[src/rtl/matrix_host_inventory.sv]
// Gen2 host inventory-round controller: Query/QueryRep/ACK issue,
// per-slot reply classification and tag/collision/empty statistics.
module matrix_host_inventory #(
  parameter int Tp = 1
) (
  input  logic        Clk,
  input  logic        Reset,
  input  logic        h_StartHInvRound,
  input  logic [3:0]  h_Q,
  output logic        h_EndHinvRound,
  output logic        t_CmdReq,
  output logic [1:0]  t_CmdType,
  input  logic        t_CmdAck,
  input  logic        r_RespValid,
  input  logic [1:0]  r_RespType,
  output logic        h_EpcStore,
  output logic [15:0] h_TagCount,
  output logic [15:0] h_CollCount,
  output logic [15:0] h_EmptyCount,
  output logic [6:0]  HinvState
);

  typedef enum logic [6:0] {
    S_IDLE  = 7'b0000001,
    S_QUERY = 7'b0000010,
    S_WRN16 = 7'b0000100,
    S_ACK   = 7'b0001000,
    S_WEPC  = 7'b0010000,
    S_REP   = 7'b0100000,
    S_DONE  = 7'b1000000
  } state_t;

  localparam logic [1:0] C_QUERY = 2'd0;
  localparam logic [1:0] C_REP   = 2'd1;
  localparam logic [1:0] C_ACK   = 2'd2;

  localparam logic [1:0] R_TMO  = 2'd0;
  localparam logic [1:0] R_RN16 = 2'd1;
  localparam logic [1:0] R_EPC  = 2'd2;

  state_t      r_State;
  state_t      w_NextState;
  logic        r_StartD;
  logic [15:0] r_SlotCnt;
  logic [15:0] w_SlotNxt;
  logic [15:0] r_Tag;
  logic [15:0] w_TagNxt;
  logic [15:0] r_Coll;
  logic [15:0] w_CollNxt;
  logic [15:0] r_Empty;
  logic [15:0] w_EmptyNxt;
  logic        r_Epc;
  logic        w_EpcNxt;
  logic        r_CmdReq;
  logic        w_ReqNxt;
  logic [1:0]  r_CmdType;
  logic [1:0]  w_TypeNxt;
  logic        w_Decide;
  logic        w_NextSlot;
  logic        w_StartEdge;
  logic [15:0] w_SlotLoad;
  logic        w_unused_tp;

  // Tp is a simulation-only delay; the RTL itself carries no delays.
  assign w_unused_tp = (Tp != 0);

  assign w_StartEdge = h_StartHInvRound & ~r_StartD;
  assign w_SlotLoad  = (16'd1 << h_Q) - 16'd1;

  function automatic logic [15:0] f_SatInc(
    input logic [15:0] v
  );
    return (v == 16'hFFFF) ? v : v + 16'd1;
  endfunction

  // Next state, slot/statistic updates and registered command request.
  always_comb begin
    w_NextState = r_State;
    w_SlotNxt   = r_SlotCnt;
    w_TagNxt    = r_Tag;
    w_CollNxt   = r_Coll;
    w_EmptyNxt  = r_Empty;
    w_EpcNxt    = 1'b0;
    w_ReqNxt    = 1'b0;
    w_TypeNxt   = 2'd0;
    w_Decide    = 1'b0;
    w_NextSlot  = 1'b0;
    unique case (1'b1)
      r_State[0]: begin
        if (w_StartEdge) begin
          w_NextState = S_QUERY;
          w_SlotNxt   = w_SlotLoad;
          w_TagNxt    = 16'd0;
          w_CollNxt   = 16'd0;
          w_EmptyNxt  = 16'd0;
        end
      end
      r_State[1], r_State[5]: begin
        if (t_CmdAck) begin
          w_Decide    = 1'b1;
          w_NextState = S_WRN16;
        end
      end
      r_State[2]: begin
        if (r_RespValid) begin
          w_Decide = 1'b1;
          if (r_RespType == R_RN16) begin
            w_NextState = S_ACK;
          end else if (r_RespType == R_TMO) begin
            w_EmptyNxt = f_SatInc(r_Empty);
            w_NextSlot = 1'b1;
          end else begin
            w_CollNxt  = f_SatInc(r_Coll);
            w_NextSlot = 1'b1;
          end
        end
      end
      r_State[3]: begin
        if (t_CmdAck) begin
          w_Decide    = 1'b1;
          w_NextState = S_WEPC;
        end
      end
      r_State[4]: begin
        if (r_RespValid) begin
          w_Decide   = 1'b1;
          w_NextSlot = 1'b1;
          if (r_RespType == R_EPC) begin
            w_TagNxt = f_SatInc(r_Tag);
            w_EpcNxt = 1'b1;
          end else begin
            w_CollNxt = f_SatInc(r_Coll);
          end
        end
      end
      r_State[6]: begin
        w_NextState = S_IDLE;
      end
      default: begin
        w_NextState = S_IDLE;
      end
    endcase
    if (w_NextSlot) begin
      if (r_SlotCnt == 16'd0) begin
        w_NextState = S_DONE;
      end else begin
        w_SlotNxt   = r_SlotCnt - 16'd1;
        w_NextState = S_REP;
      end
    end
    // Sequencer left HST_INV: count the event but drop the round.
    if (w_Decide && !h_StartHInvRound) begin
      w_NextState = S_IDLE;
    end
    unique case (1'b1)
      w_NextState[1]: begin
        w_ReqNxt  = 1'b1;
        w_TypeNxt = C_QUERY;
      end
      w_NextState[3]: begin
        w_ReqNxt  = 1'b1;
        w_TypeNxt = C_ACK;
      end
      w_NextState[5]: begin
        w_ReqNxt  = 1'b1;
        w_TypeNxt = C_REP;
      end
      default: begin
        w_ReqNxt  = 1'b0;
        w_TypeNxt = 2'd0;
      end
    endcase
  end

  // State, statistics and registered TX request.
  always_ff @(posedge Clk or negedge Reset) begin
    if (!Reset) begin
      r_State   <= S_IDLE;
      r_StartD  <= 1'b0;
      r_SlotCnt <= 16'd0;
      r_Tag     <= 16'd0;
      r_Coll    <= 16'd0;
      r_Empty   <= 16'd0;
      r_Epc     <= 1'b0;
      r_CmdReq  <= 1'b0;
      r_CmdType <= 2'd0;
    end else begin
      r_State   <= w_NextState;
      r_StartD  <= h_StartHInvRound;
      r_SlotCnt <= w_SlotNxt;
      r_Tag     <= w_TagNxt;
      r_Coll    <= w_CollNxt;
      r_Empty   <= w_EmptyNxt;
      r_Epc     <= w_EpcNxt;
      r_CmdReq  <= w_ReqNxt;
      r_CmdType <= w_TypeNxt;
    end
  end

  assign h_EndHinvRound = (r_State == S_DONE);
  assign t_CmdReq       = r_CmdReq;
  assign t_CmdType      = r_CmdType;
  assign h_EpcStore     = r_Epc;
  assign h_TagCount     = r_Tag;
  assign h_CollCount    = r_Coll;
  assign h_EmptyCount   = r_Empty;
  assign HinvState      = r_State;

endmodule
[config.mk]
export PLATFORM = sky130hd
export DESIGN_NAME = matrix_host_inventory
export DESIGN_NICKNAME = d
export VERILOG_FILES = /design/src/rtl/matrix_host_inventory.sv
export SDC_FILE = /design/constraint.sdc
export NUM_CORES = 1
export LEC_CHECK = 0
export ABC_AREA = 1
export BUFFER_PORTS_ARGS = -buffer_cell sky130_fd_sc_hd__buf_2
export CAP_MARGIN = 10
export CORE_ASPECT_RATIO = 0.9
export CORE_UTILIZATION = 49
export CTS_BUF_LIST = sky130_fd_sc_hd__clkbuf_4
export DETAILED_ROUTE_END_ITERATION = 10
export PLACE_DENSITY = 0.71
export SETUP_SLACK_MARGIN = 0.02
export SYNTH_ARGS = -nofsm -noshare
export SYNTH_HDL_FRONTEND = slang
export SYNTH_SLANG_ARGS = --single-unit
[constraint.sdc]
create_clock -name Clk -period 4.2 [get_ports Clk]
set_clock_uncertainty 0.15 [all_clocks]
set_input_delay 0 -clock Clk [delete_from_list [all_inputs] [get_ports Clk]]
set_output_delay 0 -clock Clk [all_outputs]
set_load 0.01 [all_outputs]
==> run metrics <==
Peak VDD IR=248 µV; Post-Syn Instances=772; post-place instance area=0.00553 mm²; Worst-Margin Slew=1.08 ns; Critical Path RT=4.43 ns; commonest cells after routing, fill and taps aside=nand2_1 (268), nor2_1 (129), dfrtp_1 (74); Yosys cell types=39; WL per Instance=12.6 µm; GRT overflow=0; final hold violations=0; Die Wd=110 µm; # DRC=0; vias per std cell=5.13; FP Rows=35; total number of vias=5049; final setup vio count=0; Synth Net Count=789; DIE AREA=0.0109 mm²; outcome=completed; Initial DRC Count=317; placed insts=953; post-synthesis cell area=0.00516 mm²; FF+latch area=0.00188 mm²; CTS root buf=clkbuf_4; global-route wire length before repair=21.1 mm; DR pass1 iterations=5; Detail Route Antenna Nets=0; core area=0.0102 mm²; Worst-path clk slew=0.13 ns; Worst Setup Start Kind=flop; Pins Over Slew Limit=0; share of cells above drive strength 1=13.7%; Total Power=2.41 mW; #FFs+latches synth=75; Layout area overhead=12.2%; pin count of the biggest net entering global routing=76; commonest non-fill, non-tap cell in the layout=nand2_1; Nets=867; synth warn=0; Lkg Pwr=2.89 nW; Die Y=99.3 µm; area of the multi-input gates=0.00288 mm²; Detailed Place HPWL=8.87 mm; PD cells=415 mW/mm²; nature of the critical path endpoint=flop; sequential-to-total area share from yosys stat=36.4%; worst-skew pair later-pin latency=0.44 ns; Arrival @ worst endpoint=3.02 ns; worst-path maximum fanout=15; initial cell density of the core=50.3%; period utilisation layout=66.6%; dpl ws=1.79 ns; Filler cells=1033; CTS Buf Count=9; fin util=56.5%; Max Root-Sink Buffers=2; vias in the first global route=4707; GRT Overall Usage=24.4%; Post-Route Setup TNS=0 ns; n_diodes=0; initial antenna violation count=0; syn_area_per_cell=6.68 µm²; Top Ports=71; Finished Layout Cells=984; final wirelength=12.4 mm; critical path class=flop to flop; post-route setup slack=1.40 ns; Slew headroom=27.9%; H-tree levels=3; Clock Sinks=75; fin area=0.00579 mm²; RD Place Congestion=0.895; Hold Crit Class=input port to async pin; port bufs=70; TritonCTS clock tree=done; Max Clock Freq=358 MHz; min Tclk post-route=2.80 ns; RSZ-0062 raised after global routing=false; Min Hold Slack=0.0737 ns; max cap viols=0
synth_stat cells:
| master | count | share of area [%] |
|---|---|---|
| nor2_2 | 8 | 0.97 |
| dfrtp_1 | 74 | 36 |
| a21oi_4 | 1 | 0.32 |
| nand2_4 | 3 | 0.65 |
| o22ai_1 | 4 | 0.49 |
| a22oi_1 | 2 | 0.29 |
| nand3_1 | 58 | 5.6 |
| nor3b_1 | 1 | 0.15 |
| nand4_1 | 12 | 1.5 |
| o21a_1 | 1 | 0.15 |
| o21ai_0 | 30 | 2.9 |
| clkbuf_1 | 2 | 0.15 |
| nand2_2 | 5 | 0.61 |
| buf_1 | 1 | 0.073 |
| nor3_1 | 6 | 0.58 |
| o2111ai_1 | 1 | 0.17 |
| nor3_4 | 1 | 0.32 |
| ha_1 | 6 | 1.5 |
| buf_4 | 5 | 0.73 |
| o21ai_1 | 7 | 0.68 |
| buf_6 | 5 | 1.1 |
| o211ai_1 | 1 | 0.15 |
| inv_1 | 67 | 4.9 |
| buf_8 | 1 | 0.29 |
| and3_1 | 1 | 0.12 |
| xor2_1 | 27 | 4.6 |
| nor2_1 | 129 | 9.4 |
| dfstp_2 | 1 | 0.51 |
| nor2_4 | 2 | 0.44 |
| nand3b_1 | 4 | 0.58 |
| o21ai_2 | 3 | 0.51 |
| inv_2 | 3 | 0.22 |
| o21bai_1 | 4 | 0.58 |
| nand3_2 | 1 | 0.19 |
| xnor2_1 | 8 | 1.4 |
| a21oi_1 | 10 | 0.97 |
| nand2_1 | 268 | 20 |
| buf_2 | 4 | 0.39 |
| or2_2 | 5 | 0.61 |
layer usage:
metal	track usage, %	up-vias	wire length [µm]
met2	38.9	125	5770
met1	32.9	2323	5830
met5	0	-	0
li1	-	2585	-
met4	7.59	0	176
met3	5.44	16	627
critical path, cell delays in order, from the launching register on:
cell and delay [ns]:
dfstp_2 0.59, inv_1 0.10, nor2_1 0.84, nand2_1 0.15, nor3_1 0.16, dlygate4sd3_1 0.56
a21oi_1 0.04, o21ai_0 0.15
repair_timing:
action,in CTS,in global routing
hold endpoints to repair,116,0
resized for setup,0,0
hold buffers,15,0
setup buffers,0,0
logic make-up (layout without fill, tap and decap cells):
family                     Yosys count  count (layout)  share of synthesized area (%)
DFF                                 75              75                           36.4
adders and majority gates            6               6                           1.46
buffers and inverters               88             171                           7.81
AOI/OAI and AO/OA                   64              64                           7.20
xor gates and xnor gates            35              35                           5.94
and+or+nand+nor                    504             504                           41.2
state kept, by name (all words and copies together), names as in the netlist:
register / count
h_TagCount: 16
t_CmdType: 1
h_EmptyCount: 16
h_EpcStore: 1
HinvState: 7
h_CollCount: 16
r_StartD: 1
r_SlotCnt: 16
t_CmdReq: 1
final cells by class:
type                            instances  area share [%]
Multi-Input combinational cell        609            49.7
Sequential cell                        75            32.4
Timing Repair Buffer                   85            8.69
Inverter                               70            4.54
Tap cell                              129            2.79
Clock buffer                           10            1.30
Clock inverter                          6           0.562
worst paths after layout:
| path | startpoint | end | slack [ns] | cells after the start |
|---|---|---|---|---|
| max | HinvState[0] | r_SlotCnt[12] | 1.40 | 7 |
| min | Reset | h_EmptyCount[9] | 0.07 | 2 |
| max reg2reg | HinvState[0] | r_SlotCnt[12] | 1.40 | 7 |
| min reg2reg | r_SlotCnt[15] | r_SlotCnt[15] | 0.40 | 2 |
| max in group asynchronous | Reset | h_EmptyCount[11] | 3.20 | 2 |
| min in group Clk | h_StartHInvRound | r_StartD | 0.10 | 2 |
power by group:
part | internal [mW] | switching (mW) | total (mW) | leakage [nW]
Combinational | 0.327 | 0.691 | 1.02 | 1.83
Clock | 0.122 | 0.266 | 0.388 | 0.0573
Sequential | 0.848 | 0.151 | 0.999 | 1.00
Note: power is estimated with default switching activity, not from simulation.
